===== config.mk =====
export PLATFORM = sky130hd
export DESIGN_NAME = uart_tx_ctrl
export DESIGN_NICKNAME = d
export VERILOG_FILES = /design/src/rtl/uart_tx_ctrl.sv
export SDC_FILE = /design/constraint.sdc
export NUM_CORES = 1
export LEC_CHECK = 0
export CAP_MARGIN = 5
export CORE_MARGIN = 3
export CORE_UTILIZATION = 44
export CTS_CLUSTER_SIZE = 30
export DETAILED_ROUTE_END_ITERATION = 10
export PLACE_DENSITY_LB_ADDON = 0.05
export SKIP_LAST_GASP = 1
export SLEW_MARGIN = 15
export SYNTH_ARGS = -nofsm -noshare
export SYNTH_HDL_FRONTEND = slang
export SYNTH_SLANG_ARGS = --single-unit
export TNS_END_PERCENT = 1

===== constraint.sdc =====
create_clock -name CLK -period 1.91 [get_ports CLK]
set_clock_uncertainty 0.1 [all_clocks]
set_input_delay 0.2865 -clock CLK [delete_from_list [all_inputs] [get_ports CLK]]
set_output_delay 0.2865 -clock CLK [all_outputs]
set_load 0.02 [all_outputs]

===== src/rtl/uart_tx_ctrl.sv =====
// UART transmit frame sequencer: start, data, optional parity, stop.
// Drives serializer enable, bit select, TX line, busy and status pulses.
//
// Ports:
//   CLK, RST            bit clock, async active-low reset
//   P_Data, Data_Valid  byte and request from the FIFO side
//   PAR_EN, PAR_TYP     parity enable, 0 even / 1 odd
//   ser_done, ser_data  serializer last-bit flag and current bit
//   ser_en, ser_pdata   serializer shift enable and latched byte
//   TX_OUT, busy        serial line (idle high), frame in progress
//   mux_sel             00 start, 01 data, 10 parity, 11 stop/idle
//   frame_done, tmo_err final-stop pulse, watchdog abort pulse
module uart_tx_ctrl #(
  parameter int DATA_WIDTH = 8,
  parameter int STOP_BITS  = 1,
  parameter int TMO_CYCLES = 16
) (
  input  logic                  CLK,
  input  logic                  RST,
  input  logic [DATA_WIDTH-1:0] P_Data,
  input  logic                  Data_Valid,
  input  logic                  PAR_EN,
  input  logic                  PAR_TYP,
  input  logic                  ser_done,
  input  logic                  ser_data,
  output logic                  ser_en,
  output logic [DATA_WIDTH-1:0] ser_pdata,
  output logic                  TX_OUT,
  output logic                  busy,
  output logic [1:0]            mux_sel,
  output logic                  frame_done,
  output logic                  tmo_err
);

  localparam int TW =
    (TMO_CYCLES > 1) ? $clog2(TMO_CYCLES) : 1;
  localparam logic [TW-1:0] TMO_LAST =
    TW'(TMO_CYCLES - 1);
  localparam logic STOP_LAST = 1'(STOP_BITS - 1);

  typedef enum logic [2:0] {
    S_IDLE,
    S_START,
    S_DATA,
    S_PARITY,
    S_STOP
  } state_e;

  state_e                  state_q, state_d;
  logic [DATA_WIDTH-1:0]   pdata_q, pdata_d;
  logic                    pen_q, pen_d;
  logic                    par_q, par_d;
  logic [TW-1:0]           tmo_q, tmo_d;
  logic                    stop_q, stop_d;
  logic                    terr_q, terr_d;

  logic stop_last;
  logic accept;
  logic tmo_hit;

  assign stop_last = (stop_q == STOP_LAST);
  assign tmo_hit   = (tmo_q == TMO_LAST);
  // New frames are taken in IDLE or at the end
  // of the final stop cycle (back-to-back).
  assign accept = Data_Valid &&
    ((state_q == S_IDLE) ||
     ((state_q == S_STOP) && stop_last));

  always_ff @(posedge CLK or negedge RST) begin
    if (!RST) begin
      state_q <= S_IDLE;
      pdata_q <= '0;
      pen_q   <= 1'b0;
      par_q   <= 1'b0;
      tmo_q   <= '0;
      stop_q  <= 1'b0;
      terr_q  <= 1'b0;
    end else begin
      state_q <= state_d;
      pdata_q <= pdata_d;
      pen_q   <= pen_d;
      par_q   <= par_d;
      tmo_q   <= tmo_d;
      stop_q  <= stop_d;
      terr_q  <= terr_d;
    end
  end

  always_comb begin
    state_d = state_q;
    pdata_d = pdata_q;
    pen_d   = pen_q;
    par_d   = par_q;
    terr_d  = 1'b0;
    unique case (state_q)
      S_IDLE: begin
        if (accept) state_d = S_START;
      end
      S_START: state_d = S_DATA;
      S_DATA: begin
        // ser_done has priority over the watchdog
        if (ser_done) begin
          state_d = pen_q ? S_PARITY : S_STOP;
        end else if (tmo_hit) begin
          state_d = S_STOP;
          terr_d  = 1'b1;
        end
      end
      S_PARITY: state_d = S_STOP;
      S_STOP: begin
        if (stop_last) begin
          state_d = accept ? S_START : S_IDLE;
        end
      end
      default: state_d = S_IDLE;
    endcase
    if (accept) begin
      pdata_d = P_Data;
      pen_d   = PAR_EN;
      par_d   = (^P_Data) ^ PAR_TYP;
    end
    // Counters clear on every entry and only
    // advance while the state is held.
    tmo_d = '0;
    if ((state_q == S_DATA) &&
        (state_d == S_DATA)) begin
      tmo_d = tmo_q + TW'(1);
    end
    stop_d = 1'b0;
    if ((state_q == S_STOP) &&
        (state_d == S_STOP)) begin
      stop_d = stop_q + 1'b1;
    end
  end

  always_comb begin
    busy       = 1'b1;
    ser_en     = 1'b0;
    mux_sel    = 2'b11;
    frame_done = 1'b0;
    unique case (state_q)
      S_IDLE:   busy    = 1'b0;
      S_START:  mux_sel = 2'b00;
      S_DATA: begin
        mux_sel = 2'b01;
        ser_en  = 1'b1;
      end
      S_PARITY: mux_sel = 2'b10;
      S_STOP:   frame_done = stop_last;
      default:  busy    = 1'b0;
    endcase
  end

  always_comb begin
    TX_OUT = 1'b1;
    unique case (mux_sel)
      2'b00:   TX_OUT = 1'b0;
      2'b01:   TX_OUT = ser_data;
      2'b10:   TX_OUT = par_q;
      default: TX_OUT = 1'b1;
    endcase
  end

  assign ser_pdata = pdata_q;
  assign tmo_err   = terr_q;

endmodule


# After elaboration in Yosys (flattened, before gate mapping)
# Index checks and enable logic that the tools add are counted.
[classes]
n_addsub = 2
eq_ne = 9
muxes = 17
bitwise_logic = 2
reduce_logical = 9
[ops]
columns = ["operator", "count"]
rows = [
  ["2-to-1 mux 3 bit", 5],
  ["one-hot mux 3 bit (5 select lines)", 1],
  ["== test 3 x 2 -> 1 bit, second input constant", 3],
  ["2-to-1 mux 1 bit", 8],
  ["parity 8 bit", 1],
  ["== test 3 bit, second input constant", 2],
  ["one-hot mux 2 bit (3 select lines)", 1],
  ["adder 4 x 1 -> 4 bit, second input constant", 1],
  ["== test 4 bit, second input constant", 1],
  ["logical AND 1 bit", 4],
  ["2-to-1 mux 4 bit", 1],
  ["OR reduction 4 bit", 1],
  ["== test 3 x 1 -> 1 bit, second input constant", 1],
  ["zero test 3 bit", 1],
  ["one-hot mux 1 bit (3 select lines)", 1],
  ["== test 2 x 1 -> 1 bit, second input constant", 1],
  ["== test 2 bit, second input constant", 1],
  ["zero test 2 bit", 1],
  ["adder 1 bit, second input constant", 1],
  ["logical OR 1 bit", 1],
  ["NOT 1 bit", 1],
  ["XOR 1 bit", 1],
]
[word_totals]
regBits = 19
input_bits = 15
output_inout_bits = 15
wordCells = 46

# Longest topological paths before layout
[depth]
ltp_word = 10
ltp_mapped = 6
depth_no_buf = 4

# Least setup slack after synthesis
# No wires, ideal clock.
[synth_timing]
path_kind = "flip-flop to output port"
startpoint = "reg state_q[2]"
endpoint = "out frame_done"
arrival_ps = 1178
required_time_ps = 1524
path_slack_ps = 346
stages_incl_launch_ff = 4
path_buffers = 1
path_cell_list = "dfrtp_1 buf_2 inv_1 nor4_1"
[synth_via]
elab_chain_cells = 2
[synth_rtl]
columns = ["item", "line", "text"]
rows = [
  ["start: declaration", "49", "state_e state_q, state_d;"],
  ["start signal: assignment", "79", "state_q <= state_d;"],
  ["== test 3 bit", "141", "unique case (state_q)"],
  ["2-to-1 mux 1 bit", "141", ""],
  ["end: declaration", "31", "output logic frame_done,"],
]
# No other way between the ends.

# Worst setup path in the final report
[layout_timing]
startpoint = "reg state_q[0]"
endpoint = "out TX_OUT"
[layout_via]
elab_chain_cells = 4
elab_cells_between_ends = 8
classes_between = "eq/ne: 5; mux: 2; reduce/logical: 1"
[layout_rtl]
columns = ["item", "line", "text"]
rows = [
  ["== test 3 x 2 -> 1 bit / == test 3 x 1 -> 1 bit (equally long branches)", "141", ""],
  ["one-hot mux 2 bit (3 select lines) (*)", "141", ""],
  ["== test 2 bit, or another cell as far along", "156", "unique case (mux_sel)"],
  ["one-hot mux 1 bit (3 select lines) (*)", "156", ""],
  ["end: declaration", "28", "output logic TX_OUT,"],
]
# Every way passes the cells marked *; elsewhere a longest branch is shown, timed or not.

==> out/metrics.csv <==
stage;metric;value;unit
yosys;synth-edff-count;0;
setup_path;worst-setup-path-type;reg -> out;
worst_hold_path;min_path_type;in -> async;
floorplan;floorplan.initialDensity;0.473;
drt;drcViolationCount;0;
grt;grt_usage;0.147;
yosys;async_reset_ff_frac;1.00;
timing;rsz0062_at_grt;yes;
power;power_density;1520;nW/µm²
setup_path;r2r_cells;3;
place;dp_hpwl;1270;µm
timing;period_minus_slack;2110;ps
cells_and_area;final_area;1290;µm²
floorplan;dieWidth;52.2;µm
place;gp_congestion;0.779;
clock_network;ctsHoldBuffers;0;
timing;hold_violations;0;
setup_path;crit_path_max_fanout;8;
yosys;synth_area;937;µm²
grt;grt_pass1_wl;2940;µm
clock_network;clockBufferDepth;2;
drt;initialDrtViolationCount;7;
cells_and_area;post-route-util;0.651;
clock_network;numCtsBuffers;3;
power;ir_drop;0.00123;V
drt;drt_first_pass_iters;4;
yosys;synth_flop_cell;dfrtp_1;
setup_path;crit_arrival;1720;ps
cells_and_area;nets;125;
grt;grt_pass1_vias;649;
cells_and_area;n_antenna_cell;0;
timing;max_freq;474;MHz
power;total_leakage_power;0.603;nW
yosys;avgSynthCellArea;12.5;µm²
place;placed_area;1260;µm²
floorplan;rows;16;
drt;drt-vias-per-instance;4.87;
floorplan;num_io_pins;30;
grt;antenna_found_initial;0;
setup_path;slowest_stage;clkdlybuf4s50_1;
drt;vias;657;
clock_network;cts_tree;done;
job;maxCapViolations;0;
drt;routed_wl;1670;µm
timing;finalWorstSetupSlack;-199;ps
run_status;status;complete, but fails checks;
drt;drt.antenna.violating_nets;0;
clock_network;cts_sinks;19;
yosys;synth_cell_type_count;30;
grt;grt_max_degree;20;
grt;overflow;0;
clock_network;cts_root_buf;clkbuf_4;
setup_path;critPathMaxStageDelay;540;ps
timing;setup_violations;4;
clock_network;htreeDepth;1;
setup_path;crit_chain;a21oi_1 -> a311o_1 -> clkdlybuf4s50_1;
clock_network;insertion_delay;290;ps
floorplan;die_h;52.2;µm
floorplan;core;1980;µm²
setup_path;worst_setup_path_start_kind;register;
clock_network;path_clk_slew;100;ps
setup_path;r2r_slack;260;ps
floorplan;die_area;2720;µm²
timing;period_share;1.10;
setup_path;cp.required;1520;ps
run_status;violations;setup timing;
yosys;syn_inst;75;
yosys;syn_nets;91;
yosys;synth-seq-area-share;0.507;
timing;slew_violations;0;
setup_path;cpLargestDelayFamily;buffers and inverters;
yosys;ys_warn_count;0;
setup_path;cp.buffers_inverters;1;
cells_and_area;drive_above_1_share;0.194;
setup_path;rr_endpoint;ser_pdata[1]$_DFFE_PN0P_;
place;numPortBuffers;29;
yosys;synth_seq_cells;19;
setup_path;reg2reg_from;state_q[0]$_DFF_PN0_;
cells_and_area;syn_to_final_growth;37.7;%
drt;wl_per_cell;12.4;µm
setup_path;endpoint_kind;output port;
==> power breakdown <==
| group | switching (W) | total, W | internal, W |
|---|---|---|---|
| Clock | 0.000117 | 0.000195 | 0.0000779 |
| Sequential | 0.000134 | 0.000684 | 0.000550 |
| Combinational | 0.000489 | 0.00108 | 0.000594 |
==> cells by family after synthesis <==
kind of cell	synth area share
AND/OR/NAND/NOR	0.144
flip-flops	0.507
XOR/XNOR	0.108
multiplexers	0.136
AO/OA/AOI/OAI	0.0614
buffers and inverters	0.0254
adder cells (fa/ha/maj)	0.0133
other	0.00400
==> registers in the layout (all words and copies together), names as in the netlist <==
signal and count:
par_q 1, pen_q 1, ser_pdata 8, state_q 3
stop_q 1, tmo_err 1, tmo_q 4
==> what timing repair did <==
item                                    in CTS  in global routing
endpoints found under the setup margin       6                  6
hold endpoints to repair                     0                  0
setup buffers                                0                  0
gates resized for setup                      2                  1
==> stage by stage <==
step                      setup TNS [ps]  total power (W)  hold slack (ps)  cells  setup slack [ps]
final                               -566          0.00196              211    135              -199
after global routing               -1000          0.00209              205    135              -315
after CTS                           -889          0.00199              205    135              -241
after detailed placement            -145          0.00180              354    131              -145
after global placement              -156          0.00179              349    131              -156
after floorplan                        0          0.00135             -109     75               346
==> worst register-to-register path, cell delays in order (launching register included) <==
cell     delay (ps)
dfrtp_1         480
nor2_2          210
nand3_2         340
mux2_4          410
==> layout by cell type (no fill, tap or decap), types with 2 or more instances in the layout <==
cell / synthesis / final
mux2_2: 2 / 2
mux2_4: 7 / 7
nand3_1: 3 / 3
clkbuf_4: 0 / 3
a21oi_1: 2 / 2
dfrtp_1: 19 / 18
nor2_1: 5 / 5
a311o_1: 2 / 2
clkdlybuf4s50_1: 0 / 27
buf_4: 0 / 2
xnor2_1: 6 / 6
inv_1: 2 / 2
nand2_1: 5 / 5
xor2_1: 3 / 3
==> worst max path at each step <==
stage,startpoint,slack (ps),depth (start not counted),end
after detailed placement,ser_data,-140,5,TX_OUT
after floorplan,state_q[2]$_DFF_PN0_,350,3,frame_done
final,state_q[0]$_DFF_PN0_,-200,3,TX_OUT
after CTS,state_q[0]$_DFF_PN0_,-240,3,ser_en
after global placement,ser_data,-160,5,TX_OUT
after global routing,state_q[0]$_DFF_PN0_,-320,2,frame_done
==> layout make-up <==
| class | count | area (µm²) |
|---|---|---|
| fillers | 165 | 692 |
| flip-flops and latches | 19 | 477 |
| multi-input cells | 52 | 438 |
| repair buffers | 31 | 307 |
| well taps | 27 | 33.8 |
| clock buffers | 3 | 22.5 |
| inverters | 2 | 7.51 |
| clock inverters | 1 | 5.00 |
==> cells in the mapped netlist (all sizes together) (2+ instances only) <==
master	count	area [µm²]
a21oi	2	10.0
nand2	5	18.8
o21ai	2	10.0
xnor2	6	52.6
buf	2	16.3
mux2	9	128
nand3	4	25.0
a311o	2	20.0
nor2	7	36.3
nand2b	2	20.0
inv	2	7.51
dfrtp	19	475
xor2	3	26.3
==> metal layers <==
| layer | GRT usage | part of all wire | wire, µm |
|---|---|---|---|
| met1 | 0.194 | 0.44 | 741 |
| met2 | 0.228 | 0.49 | 814 |
| met3 | 0.0602 | 0.068 | 114 |
| met4 | 0.0255 | 0 | 0 |
| met5 | 0 | 0 | 0 |
Note: power is estimated with default switching activity, not from simulation.
